### src/rtl/tile_grid_drawer_pkg.sv
// Shared types and constants for the tile grid drawer.
//   state_e        : drawer FSM state encoding
//   FG/BG_COLOR_DEF: default glyph-set / glyph-clear colours
//   seg_mask()     : 7-segment glyph bitmap (abcdefg, a = bit 6) for values 1..15 (hex digits)
package tile_grid_drawer_pkg;

    typedef enum logic [1:0] {
        ST_IDLE  = 2'd0,
        ST_DRAW  = 2'd1,
        ST_FLUSH = 2'd2,
        ST_DONE  = 2'd3
    } state_e;

    localparam logic [2:0] FG_COLOR_DEF = 3'b111;
    localparam logic [2:0] BG_COLOR_DEF = 3'b000;

    // Value 0 is the empty tile and has no segments lit.
    function automatic logic [6:0] seg_mask(input logic [3:0] value);
        logic [6:0] m;
        m = 7'h00;
        case (value)
            4'h1: m = 7'h30;
            4'h2: m = 7'h6D;
            4'h3: m = 7'h79;
            4'h4: m = 7'h33;
            4'h5: m = 7'h5B;
            4'h6: m = 7'h5F;
            4'h7: m = 7'h70;
            4'h8: m = 7'h7F;
            4'h9: m = 7'h7B;
            4'hA: m = 7'h77;
            4'hB: m = 7'h1F;
            4'hC: m = 7'h4E;
            4'hD: m = 7'h3D;
            4'hE: m = 7'h4F;
            4'hF: m = 7'h47;
            default: m = 7'h00;
        endcase
        return m;
    endfunction

endpackage

### src/rtl/tile_grid_drawer_if.sv
// Control handshake and pixel-write bus between host, drawer and VGA adapter.
//   start            : begin a frame (host -> drawer)
//   busy, done       : frame status (drawer -> host)
//   plot, x_out, y_out, color_out : pixel write (drawer -> VGA adapter)
// master = drawer side, slave = host / adapter side.
interface tile_grid_drawer_if #(
    parameter int unsigned X_W     = 8,
    parameter int unsigned Y_W     = 7,
    parameter int unsigned COLOR_W = 3
) ();
    logic               start;
    logic               busy;
    logic               done;
    logic               plot;
    logic [X_W-1:0]     x_out;
    logic [Y_W-1:0]     y_out;
    logic [COLOR_W-1:0] color_out;

    modport master (
        input  start,
        output busy, done, plot, x_out, y_out, color_out
    );

    modport slave (
        output start,
        input  busy, done, plot, x_out, y_out, color_out
    );
endinterface

### src/rtl/tile_grid_drawer_glyph_rom.sv
// Glyph ROM: synchronous read, one cycle latency.
//   clk, resetn : clock, synchronous active-low reset
//   value       : tile value (0 and values above 15 read as blank)
//   gx, gy      : pixel position inside the glyph cell
//   pix         : registered glyph bit
// Glyphs are seven-segment hex digits, 2 px strokes with a 1 px margin, laid out
// relative to GLYPH_W x GLYPH_H.
module tile_grid_drawer_glyph_rom
    import tile_grid_drawer_pkg::*;
#(
    parameter int unsigned NUM_W   = 4,
    parameter int unsigned GLYPH_W = 10,
    parameter int unsigned GLYPH_H = 20,
    parameter int unsigned GX_W    = 4,
    parameter int unsigned GY_W    = 5
) (
    input  logic             clk,
    input  logic             resetn,
    input  logic [NUM_W-1:0] value,
    input  logic [GX_W-1:0]  gx,
    input  logic [GY_W-1:0]  gy,
    output logic             pix
);
    localparam int unsigned RX = GLYPH_W - 3;      // right stroke first column
    localparam int unsigned MY = GLYPH_H / 2 - 1;  // middle stroke first row
    localparam int unsigned BY = GLYPH_H - 3;      // bottom stroke first row

    logic       in_range;
    logic [6:0] m;
    logic       col_l, col_r, in_h, row_t, row_m, row_b, up, lo, bit_d;

    if (NUM_W > 4) begin : g_wide
        assign in_range = (value[NUM_W-1:4] == '0);
    end else begin : g_narrow
        assign in_range = 1'b1;
    end

    // Segment geometry decode
    always_comb begin
        m     = seg_mask(4'(value));
        col_l = (gx == GX_W'(1)) || (gx == GX_W'(2));
        col_r = (gx == GX_W'(RX)) || (gx == GX_W'(RX + 1));
        in_h  = (gx >= GX_W'(1)) && (gx <= GX_W'(RX + 1));
        row_t = (gy == GY_W'(1)) || (gy == GY_W'(2));
        row_m = (gy == GY_W'(MY)) || (gy == GY_W'(MY + 1));
        row_b = (gy == GY_W'(BY)) || (gy == GY_W'(BY + 1));
        up    = (gy >= GY_W'(1)) && (gy <= GY_W'(MY + 1));
        lo    = (gy >= GY_W'(MY)) && (gy <= GY_W'(BY + 1));
        bit_d = in_range && ((m[6] && row_t && in_h) ||
                             (m[5] && col_r && up)   ||
                             (m[4] && col_r && lo)   ||
                             (m[3] && row_b && in_h) ||
                             (m[2] && col_l && lo)   ||
                             (m[1] && col_l && up)   ||
                             (m[0] && row_m && in_h));
    end

    // Read register
    always_ff @(posedge clk) begin
        if (!resetn) pix <= 1'b0;
        else         pix <= bit_d;
    end
endmodule

### src/rtl/tile_grid_drawer.sv
// Tile-number renderer: on start, snapshots the board and streams one pixel
// write per cycle for every glyph cell of every tile, erasing blanks in BG.
//   clk, resetn : clock, synchronous active-low reset
//   cursor      : tile index to draw inverted (only with TILE_DRAWER_HIGHLIGHT_EN)
//   tiles       : packed board, tile t at [t*NUM_W +: NUM_W], t = row*GRID+col
//   bus         : start/busy/done handshake and plot/x_out/y_out/color_out pixel bus
// Build option: define TILE_DRAWER_HIGHLIGHT_EN to add the cursor port.
module tile_grid_drawer
    import tile_grid_drawer_pkg::*;
#(
    parameter int unsigned GRID       = 4,
    parameter int unsigned NUM_W      = 4,
    parameter int unsigned TILE_PITCH = 29,
    parameter int unsigned X0         = 0,
    parameter int unsigned Y0         = 0,
    parameter int unsigned GLYPH_W    = 10,
    parameter int unsigned GLYPH_H    = 20,
    parameter int unsigned X_W        = 8,
    parameter int unsigned Y_W        = 7,
    parameter int unsigned COLOR_W    = 3,
    parameter logic [COLOR_W-1:0] FG_COLOR = COLOR_W'(FG_COLOR_DEF),
    parameter logic [COLOR_W-1:0] BG_COLOR = COLOR_W'(BG_COLOR_DEF)
) (
    input  logic                       clk,
    input  logic                       resetn,
`ifdef TILE_DRAWER_HIGHLIGHT_EN
    input  logic [NUM_W-1:0]           cursor,
`endif
    input  logic [GRID*GRID*NUM_W-1:0] tiles,
    tile_grid_drawer_if.master         bus
);
    localparam int unsigned NUM_TILES = GRID * GRID;
    localparam int unsigned TILE_W    = (NUM_TILES > 1) ? $clog2(NUM_TILES) : 1;
    localparam int unsigned COL_W     = (GRID > 1) ? $clog2(GRID) : 1;
    localparam int unsigned GX_W      = (GLYPH_W > 1) ? $clog2(GLYPH_W) : 1;
    localparam int unsigned GY_W      = (GLYPH_H > 1) ? $clog2(GLYPH_H) : 1;

    state_e                     state, next_state;
    logic [GRID*GRID*NUM_W-1:0] tiles_q;
    logic [TILE_W-1:0]          tile;
    logic [COL_W-1:0]           col;
    logic [GX_W-1:0]            gx;
    logic [GY_W-1:0]            gy;
    logic [X_W-1:0]             x_base;
    logic [Y_W-1:0]             y_base;
    logic                       last_px, last_tile, hl_hit;
    logic [NUM_W-1:0]           tile_val, val_eff;
    logic                       busy_d, done_d, plot_d, inv_d, inv_q, rom_pix;
    logic [X_W-1:0]             x_d;
    logic [Y_W-1:0]             y_d;

    assign last_px   = (gx == GX_W'(GLYPH_W - 1)) && (gy == GY_W'(GLYPH_H - 1));
    assign last_tile = (tile == TILE_W'(NUM_TILES - 1));
    assign tile_val  = tiles_q[32'(tile) * NUM_W +: NUM_W];

    // Values that cannot appear on this board size are erased like the empty tile
    if ((1 << NUM_W) > NUM_TILES) begin : g_clip
        assign val_eff = (tile_val < NUM_W'(NUM_TILES)) ? tile_val : '0;
    end else begin : g_noclip
        assign val_eff = tile_val;
    end

`ifdef TILE_DRAWER_HIGHLIGHT_EN
    logic [NUM_W-1:0] cursor_q;
    // tile never exceeds NUM_TILES-1, so an out-of-range cursor never matches
    assign hl_hit = (32'(tile) == 32'(cursor_q));
    always_ff @(posedge clk) begin
        if (!resetn)                             cursor_q <= '0;
        else if (state == ST_IDLE && bus.start)  cursor_q <= cursor;
    end
`else
    assign hl_hit = 1'b0;
`endif

    // State register
    always_ff @(posedge clk) begin
        if (!resetn) state <= ST_IDLE;
        else         state <= next_state;
    end

    // Next-state logic
    always_comb begin
        next_state = state;
        case (state)
            ST_IDLE:  if (bus.start) next_state = ST_DRAW;
            ST_DRAW:  if (last_px && last_tile) next_state = ST_FLUSH;
            ST_FLUSH: next_state = ST_DONE;
            ST_DONE:  next_state = ST_IDLE;
            default:  next_state = ST_IDLE;
        endcase
    end

    // Output logic: values for the output registers, one cycle ahead
    always_comb begin
        busy_d = 1'b0;
        done_d = 1'b0;
        plot_d = 1'b0;
        inv_d  = 1'b0;
        x_d    = '0;
        y_d    = '0;
        busy_d = (next_state != ST_IDLE);
        done_d = (next_state == ST_DONE);
        if (state == ST_DRAW) begin
            plot_d = 1'b1;
            inv_d  = hl_hit;
            x_d    = x_base + X_W'(gx);
            y_d    = y_base + Y_W'(gy);
        end
    end

    // Snapshot and scan counters; x_base/y_base track the tile origin by accumulation
    always_ff @(posedge clk) begin
        if (!resetn) begin
            tiles_q <= '0;
            tile    <= '0;
            col     <= '0;
            gx      <= '0;
            gy      <= '0;
            x_base  <= '0;
            y_base  <= '0;
        end else if (state == ST_IDLE && bus.start) begin
            tiles_q <= tiles;
            tile    <= '0;
            col     <= '0;
            gx      <= '0;
            gy      <= '0;
            x_base  <= X_W'(X0);
            y_base  <= Y_W'(Y0);
        end else if (state == ST_DRAW) begin
            if (gx == GX_W'(GLYPH_W - 1)) begin
                gx <= '0;
                if (gy == GY_W'(GLYPH_H - 1)) begin
                    gy   <= '0;
                    tile <= tile + TILE_W'(1);
                    if (col == COL_W'(GRID - 1)) begin
                        col    <= '0;
                        x_base <= X_W'(X0);
                        y_base <= y_base + Y_W'(TILE_PITCH);
                    end else begin
                        col    <= col + COL_W'(1);
                        x_base <= x_base + X_W'(TILE_PITCH);
                    end
                end else begin
                    gy <= gy + GY_W'(1);
                end
            end else begin
                gx <= gx + GX_W'(1);
            end
        end
    end

    tile_grid_drawer_glyph_rom #(
        .NUM_W   (NUM_W),
        .GLYPH_W (GLYPH_W),
        .GLYPH_H (GLYPH_H),
        .GX_W    (GX_W),
        .GY_W    (GY_W)
    ) u_rom (
        .clk    (clk),
        .resetn (resetn),
        .value  (val_eff),
        .gx     (gx),
        .gy     (gy),
        .pix    (rom_pix)
    );

    // Output registers, aligned with the ROM read register
    always_ff @(posedge clk) begin
        if (!resetn) begin
            bus.busy  <= 1'b0;
            bus.done  <= 1'b0;
            bus.plot  <= 1'b0;
            bus.x_out <= '0;
            bus.y_out <= '0;
            inv_q     <= 1'b0;
        end else begin
            bus.busy  <= busy_d;
            bus.done  <= done_d;
            bus.plot  <= plot_d;
            bus.x_out <= x_d;
            bus.y_out <= y_d;
            inv_q     <= inv_d;
        end
    end

    // Colour is a mux of registered ROM bit and highlight flag; zero when idle
    assign bus.color_out = !bus.plot ? '0 : ((rom_pix ^ inv_q) ? FG_COLOR : BG_COLOR);
endmodule

### src/flat_wrapper.sv
// flat-port wrapper written by rule: the top's interface ports become plain ports
module tile_grid_drawer_flat import tile_grid_drawer_pkg::*;
#(
    parameter int unsigned GRID       = 4,
    parameter int unsigned NUM_W      = 4,
    parameter int unsigned TILE_PITCH = 29,
    parameter int unsigned X0         = 0,
    parameter int unsigned Y0         = 0,
    parameter int unsigned GLYPH_W    = 10,
    parameter int unsigned GLYPH_H    = 20,
    parameter int unsigned X_W        = 8,
    parameter int unsigned Y_W        = 7,
    parameter int unsigned COLOR_W    = 3,
    parameter logic [COLOR_W-1:0] FG_COLOR = COLOR_W'(FG_COLOR_DEF),
    parameter logic [COLOR_W-1:0] BG_COLOR = COLOR_W'(BG_COLOR_DEF)
)
  (clk, resetn, tiles, bus_start, bus_busy, bus_done, bus_plot, bus_x_out, bus_y_out, bus_color_out);
  tile_grid_drawer_if #(.X_W(X_W), .Y_W(Y_W), .COLOR_W(COLOR_W)) bus_i ();
  input  logic clk;
  input  logic resetn;
  input  logic [GRID*GRID*NUM_W-1:0] tiles;
  input wire logic [$bits(bus_i.start)-1:0] bus_start;
  output wire logic [$bits(bus_i.busy)-1:0] bus_busy;
  output wire logic [$bits(bus_i.done)-1:0] bus_done;
  output wire logic [$bits(bus_i.plot)-1:0] bus_plot;
  output wire logic [$bits(bus_i.x_out)-1:0] bus_x_out;
  output wire logic [$bits(bus_i.y_out)-1:0] bus_y_out;
  output wire logic [$bits(bus_i.color_out)-1:0] bus_color_out;
  assign bus_i.start = bus_start;
  assign bus_busy = bus_i.busy;
  assign bus_done = bus_i.done;
  assign bus_plot = bus_i.plot;
  assign bus_x_out = bus_i.x_out;
  assign bus_y_out = bus_i.y_out;
  assign bus_color_out = bus_i.color_out;
  tile_grid_drawer #(.GRID(GRID), .NUM_W(NUM_W), .TILE_PITCH(TILE_PITCH), .X0(X0), .Y0(Y0), .GLYPH_W(GLYPH_W), .GLYPH_H(GLYPH_H), .X_W(X_W), .Y_W(Y_W), .COLOR_W(COLOR_W), .FG_COLOR(FG_COLOR), .BG_COLOR(BG_COLOR)) u_core (.clk(clk), .resetn(resetn), .tiles(tiles), .bus(bus_i));
endmodule
### config.mk
export PLATFORM = sky130hd
export DESIGN_NAME = tile_grid_drawer_flat
export DESIGN_NICKNAME = d
export VERILOG_FILES = /design/src/rtl/tile_grid_drawer_pkg.sv /design/src/rtl/tile_grid_drawer_if.sv /design/src/rtl/tile_grid_drawer_glyph_rom.sv /design/src/rtl/tile_grid_drawer.sv /design/src/flat_wrapper.sv
export SDC_FILE = /design/constraint.sdc
export NUM_CORES = 1
export LEC_CHECK = 0
export ABC_AREA = 1
export ABC_CLOCK_PERIOD_IN_PS = 6400
export CAP_MARGIN = 20
export CORE_MARGIN = 2
export CORE_UTILIZATION = 60
export CTS_BUF_LIST = sky130_fd_sc_hd__clkbuf_4
export DETAILED_ROUTE_END_ITERATION = 12
export PLACE_DENSITY = 0.9
export SYNTH_ARGS = -nofsm -noshare
export SYNTH_HDL_FRONTEND = slang
export SYNTH_SLANG_ARGS = --single-unit
### constraint.sdc
create_clock -name clk -period 6.4 [get_ports clk]
set_input_delay 1.28 -clock clk [delete_from_list [all_inputs] [get_ports clk]]
set_output_delay 1.28 -clock clk [all_outputs]
set_load 0.02 [all_outputs]
==> flow_summary.ini, run 1 <==
[run_status]
status = completed

[yosys]
synthesis.area_mm2 = 0.00568
syn_inst = 822
ys.flop_type = dfxtp_1
ys_types = 38
ys_warn_count = 0
syn_area_per_cell_um2 = 6.91
synthArstFlopShare_pct = 0
ys_ff_latch = 115
synth_nets = 913
ys_seq_area_share_pct = 40.5
synth-edff-count = 0

[clocking]
clkTransAtPathRegs_ps = 110
root_buffer = clkbuf_4
cts_tree = yes
cts_made_buffers = 17
cts_max_level = 4
clock_path_buffers = 2
cts_resized = 0
cts.sinks = 115
postCtsHoldBufs = 0
insertion_delay_ps = 510
cts_setup_buffers = 0

[worst_setup_path]
cp_common_cell = buf_4
critPathMaxFanout = 103
regToRegSetupSlack_ps = 3110
worstReg2RegEnd = u_core.u_rom.pix
critPathLaunch = bus_start
cp.arrival_ps = 3980
start_kind = input pin
r2r_cells = 16
crit_path_end = u_core.y_base[6]
r2r-start = u_core.tile[0]
slowest_delay_ps = 610
cp_data_required_time_ps = 6840
crit_type = input pin to register
cp-end-kind = register
crit_chain = clkdlybuf4s50_1, nand3_2, buf_4, inv_1, nor2_1, buf_4, clkinv_1, nor3b_1
cp_slowest_cell = inv_1

[timing]
clock.fmax_mhz = 283
slew_headroom_pct = 39.2
finalHoldViolCount = 0
rsz0062_at_grt = no
fin_ws_ps = 2860
tightest_slew_ps = 912
setup_tns_ps = 0
finalCritPeriodShare_pct = 55.2
finalClockSkew_ps = 15.4
drv_slew = 0
timing.hold.ws_ps = 458
setup_viol = 0
layout_min_cycle_time_ps = 3540

[drt]
wl_per_cell_um = 13.1
drt_iter0_drc = 365
drc = 0
drt_wl_total_mm = 13.4
viasPerCell = 5.48
drt_pre_antenna_iters = 5
postRouteAntennaNets = 0
vias = 5581

[grt]
grt.total_usage_pct = 27.1
grt_pass1_vias = 5294
grt_overflow_total = 0
grt_max_degree = 104
antenna_found_initial = 0
grt_pass1_wl_mm = 22.5

[die]
die_w_um = 101
rows = 35
die_y_um = 101
core_area_mm2 = 0.00920
dieArea_mm2 = 0.0103
ios = 88
initial_core_util_pct = 61.8

[power]
powerDensity_mw_per_mm2 = 215
combPwrFrac_pct = 12.4
peakVddDrop_mv = 0.128
pwr-share-seq_pct = 52.5
leakage_nw = 2.85
pwr-share-clk_pct = 35.1
p_switching_uw = 399
switching_share_pct = 27.2
power.total_mw = 1.47
internal_power_mw = 1.07

[cells_and_area]
final_cell_mix = nand2_1, nor2_1, dfxtp_1, inv_1, o21ai_0
finalCoreUtilization_pct = 74.2
area_growth_pct = 20.1
instances_no_fill = 1018
diodes = 0
final_common_cell = nand2_1
stdcell_area_mm2 = 0.00682
drive_gt1_share_pct = 6.06
final_nets = 985

[placement]
port_buffers = 87
hpwl_mm = 9.64
place.gp.congestion = 0.864
place_area_mm2 = 0.00655
placedCellCount = 986
place_ws_ps = 2300

[job]
maxCapViolCount = 0

[hold_path]
hold_path_class = register to register
==> power by group through the flow <==
stage               sequential (mW)  clock (mW)  combinational (mW)
global placement              0.784           0               0.172
finish                        0.770       0.514               0.182
CTS                           0.769       0.518               0.181
floorplan                     0.783           0               0.110
detailed placement            0.786           0               0.180
global route                  0.773       0.549               0.207
==> worst min path at each step <==
stage                                   from                  to  slack [ps]  depth (start not counted)
final                     u_core.tiles_q[44]  u_core.tiles_q[44]         460                          2
after global routing      u_core.tiles_q[21]  u_core.tiles_q[21]         480                          2
after CTS                 u_core.tiles_q[44]  u_core.tiles_q[44]         460                          2
after detailed placement  u_core.tiles_q[44]  u_core.tiles_q[44]         440                          2
after global placement    u_core.tiles_q[62]  u_core.tiles_q[62]         440                          2
after floorplan           u_core.tiles_q[12]  u_core.tiles_q[12]         430                          2
==> synthesized netlist by cell type (3+ instances only) <==
library cell / n / area [um^2]
nor3b_1: 7 / 52.6
nor3_1: 12 / 60.1
nor2_1: 119 / 447
nor4_1: 3 / 18.8
o21ai_0: 93 / 465
dfxtp_1: 115 / 2300
nand3_1: 51 / 255
buf_4: 5 / 37.5
inv_1: 102 / 383
or2_2: 7 / 43.8
ha_1: 22 / 275
buf_2: 8 / 40.0
a21oi_1: 67 / 335
xor2_1: 5 / 43.8
nand4_1: 4 / 25.0
clkbuf_1: 23 / 86.3
inv_2: 5 / 18.8
nand2_1: 148 / 556
==> logic make-up after synthesis <==
family	Yosys count	synth area share [%]
AO/OA/AOI/OAI	174	16.0
XOR/XNOR	5	0.771
adder cells (fa/ha/maj)	24	5.55
buffers and inverters	146	10.3
flip-flops	115	40.5
AND/OR/NAND/NOR	358	26.9
==> registers in the layout (all words and copies together), names as in the netlist <==
register          count
u_core.col            2
u_core.state          2
u_core.bus.plot       1
u_core.bus.y_out      7
u_core.bus.busy       1
u_core.tiles_q       64
u_core.x_base         8
u_core.bus.x_out      8
u_core.u_rom.pix      1
u_core.gx             4
u_core.y_base         7
u_core.bus.done       1
u_core.tile           4
u_core.gy             5
==> metal layers <==
layer | up-vias | part of all wire, % | track usage [%] | wire, um
li1 | 2785 | - | - | -
met1 | 2513 | 41 | 30.8 | 5440
met2 | 243 | 51 | 49.5 | 6800
met3 | 40 | 6.3 | 6.21 | 843
met4 | 0 | 2.1 | 10.1 | 286
met5 | - | 0 | 0 | 0
==> worst max-delay path: cells and delay by family <==
| kind | cells | cell delay, ps |
|---|---|---|
| buffers and inverters | 5 | 2110 |
| and+or+nand+nor | 3 | 560 |
==> layout make-up <==
| type | count | area [um^2] |
|---|---|---|
| Multi-Input combinational cell | 561 | 2800 |
| Fill cell | 699 | 2370 |
| Sequential cell | 115 | 2300 |
| Timing Repair Buffer | 91 | 901 |
| Inverter | 108 | 405 |
| Clock inverter | 14 | 139 |
| Tap cell | 111 | 139 |
| Clock buffer | 18 | 135 |
No activity file was read; power rests on OpenSTA's default activity.
==> run 2: changes to the inputs <==
--- a/config.mk
+++ b/config.mk
@@ -6,13 +6,13 @@
 export NUM_CORES = 1
 export LEC_CHECK = 0
 export ABC_AREA = 1
-export ABC_CLOCK_PERIOD_IN_PS = 6400
+export ABC_CLOCK_PERIOD_IN_PS = 3400
 export CAP_MARGIN = 20
 export CORE_MARGIN = 2
-export CORE_UTILIZATION = 60
+export CORE_UTILIZATION = 56
 export CTS_BUF_LIST = sky130_fd_sc_hd__clkbuf_4
 export DETAILED_ROUTE_END_ITERATION = 12
-export PLACE_DENSITY = 0.9
+export PLACE_DENSITY = 0.85
 export SYNTH_ARGS = -nofsm -noshare
 export SYNTH_HDL_FRONTEND = slang
 export SYNTH_SLANG_ARGS = --single-unit
==> constraint.sdc (replaced) <==
create_clock -name clk -period 3.4 [get_ports clk]
set_input_delay 0.68 -clock clk [delete_from_list [all_inputs] [get_ports clk]]
set_output_delay 0.68 -clock clk [all_outputs]
set_load 0.02 [all_outputs]
==> run 2 against run 1 <==
Against the previous run:
- highest routed layer unchanged
- via count decreased by 2.4%
- wire length increased by 0.85%
- clock skew increased by 7.8 ps
- utilization decreased by 3.6 points
- sequential power increased by 88%
- critical path type is now register to register
- critical endpoint is now u_core.u_rom.pix
- worst setup slack got worse by 2100 ps
- first-iteration DRC count increased by 4.4%
- sequential cell count unchanged
==> flow_summary.ini, run 2 (synthesis gave the netlist of run 1 again) <==
[timing]
slew_headroom_pct = 46.0
timing.hold.ws_ps = 465
tightest_slew_ps = 810
drv_slew = 0
finalClockSkew_ps = 23.2
layout_min_cycle_time_ps = 2620
finalCritPeriodShare_pct = 77.0
clock.fmax_mhz = 382
setup_viol = 0
finalHoldViolCount = 0
rsz0062_at_grt = no
setup_tns_ps = 0

[clocking]
postCtsHoldBufs = 0
cts_tree = yes
cts_resized = 0
root_buffer = clkbuf_4
cts.sinks = 115
insertion_delay_ps = 530
clkTransAtPathRegs_ps = 120
cts_setup_buffers = 0
cts_max_level = 4
clock_path_buffers = 2
cts_made_buffers = 17

[power]
internal_power_mw = 2.16
combPwrFrac_pct = 11.7
powerDensity_mw_per_mm2 = 427
pwr-share-seq_pct = 49.0
p_switching_uw = 796
switching_share_pct = 26.9
peakVddDrop_mv = 0.326
leakage_nw = 2.89
pwr-share-clk_pct = 39.3

[run_status]
status = completed

[worst_setup_path]
slowest_delay_ps = 340
crit_chain = inv_1, buf_4, o21ai_0, nand2_1, nand2_1, nand2_1, nor2_1, inv_1, ha_1, nand2_1, nand2_1, nand2_1, nand3_1, nand3_1, nand2_1, a21oi_1
cp_common_cell = nand2_1
cp_slowest_cell = dfxtp_1
cp_data_required_time_ps = 3870
cp-end-kind = register
critPathMaxFanout = 17
crit_type = register to register
cp.arrival_ps = 3090
start_kind = register

[cells_and_area]
area_growth_pct = 22.0
drive_gt1_share_pct = 6.37
top_regs = u_core.tiles_q: 64 flops, u_core.bus.x_out: 8 flops, u_core.x_base: 8 flops
final_common_cell = nand2_1
regMostFlops = u_core.tiles_q
diodes = 0
final_cell_mix = nand2_1, nor2_1, dfxtp_1, inv_1, o21ai_0
final_nets = 988
largest_reg_flops = 64

[die]
die_y_um = 105
dieArea_mm2 = 0.0110
die_w_um = 105
initial_core_util_pct = 57.9
core_area_mm2 = 0.00982
ios = 88
rows = 36

[grt]
grt_pass1_vias = 5138
grt_overflow_total = 0
grt.total_usage_pct = 25.4
grt_pass1_wl_mm = 22.8
grt_max_degree = 103
antenna_found_initial = 0

[hold_path]
hold_path_class = register to register

[job]
maxCapViolCount = 0

[drt]
postRouteAntennaNets = 0
wl_per_cell_um = 12.9
viasPerCell = 5.22
drc = 0
drt_wl_total_mm = 13.5
drt_iter0_drc = 381
vias = 5446
drt_pre_antenna_iters = 6

[placement]
place.gp.congestion = 0.912
hpwl_mm = 9.83
port_buffers = 87
-- run 2: changes by cell type in the layout (fill, tap and decap cells not counted) --
cell / change
bufinv_16: +2
clkinvlp_4: -2
clkinv_4: +1
clkbuf_4: -1
buf_4: +3
clkinv_2: -3
inv_6: +3
-- run 2: per-layer routing --
layer  GRT usage (%)  wire (um)
met3            5.49        766
met5               0          0
met2            46.8       6790
met1            28.6       5650
met4            9.05        289
-- run 2: final cells by class --
class	instances	area (um^2)
multi-input combinational	561	2800
inverter	108	405
sequential	115	2300
clock buffer	17	128
timing repair buffer	94	923
clock inverter	15	204
fill	829	2890
tap	133	166
-- run 2: final timing paths --
| check | startpoint | to | slack (ps) | cells past startpoint |
|---|---|---|---|---|
| min | u_core.tiles_q[53] | u_core.tiles_q[53] | 460 | 2 |
| max | u_core.tile[0] | u_core.u_rom.pix | 780 | 16 |
| min reg2reg | u_core.tiles_q[53] | u_core.tiles_q[53] | 460 | 2 |
| max reg2reg | u_core.tile[0] | u_core.u_rom.pix | 780 | 16 |
-- run 2: per-stage QoR --
step / worst slack (ps) / cells / util (%) / instance area, um^2 / power (mW)
3_5_place_dp: 931 / 1011 / 67.2 / 6600 / 1.82
6_report: 781 / 1043 / 70.6 / 6930 / 2.96
2_1_floorplan: 1260 / 822 / - / 5680 / 1.68
3_3_place_gp: 1020 / 1011 / 67.2 / 6600 / 1.81
4_1_cts: 837 / 1043 / 70.6 / 6930 / 2.97
5_1_grt: 535 / 1043 / 70.6 / 6930 / 3.08
-- run 2: critical path: cells and delay by family, from the launching register on --
kind,cells,cell delay [ps]
adders and majority gates,1,240
buffers and inverters,3,650
AOI/OAI and AO/OA,2,320
DFF,1,340
and+or+nand+nor,10,1000
-- run 2: power by group through the flow --
stage | combinational, mW | sequential [mW] | clock (mW)
3_3_place_gp | 0.331 | 1.48 | 0
3_5_place_dp | 0.341 | 1.48 | 0
4_1_cts | 0.345 | 1.45 | 1.17
2_1_floorplan | 0.208 | 1.47 | 0
6_report | 0.345 | 1.45 | 1.16
5_1_grt | 0.390 | 1.46 | 1.24
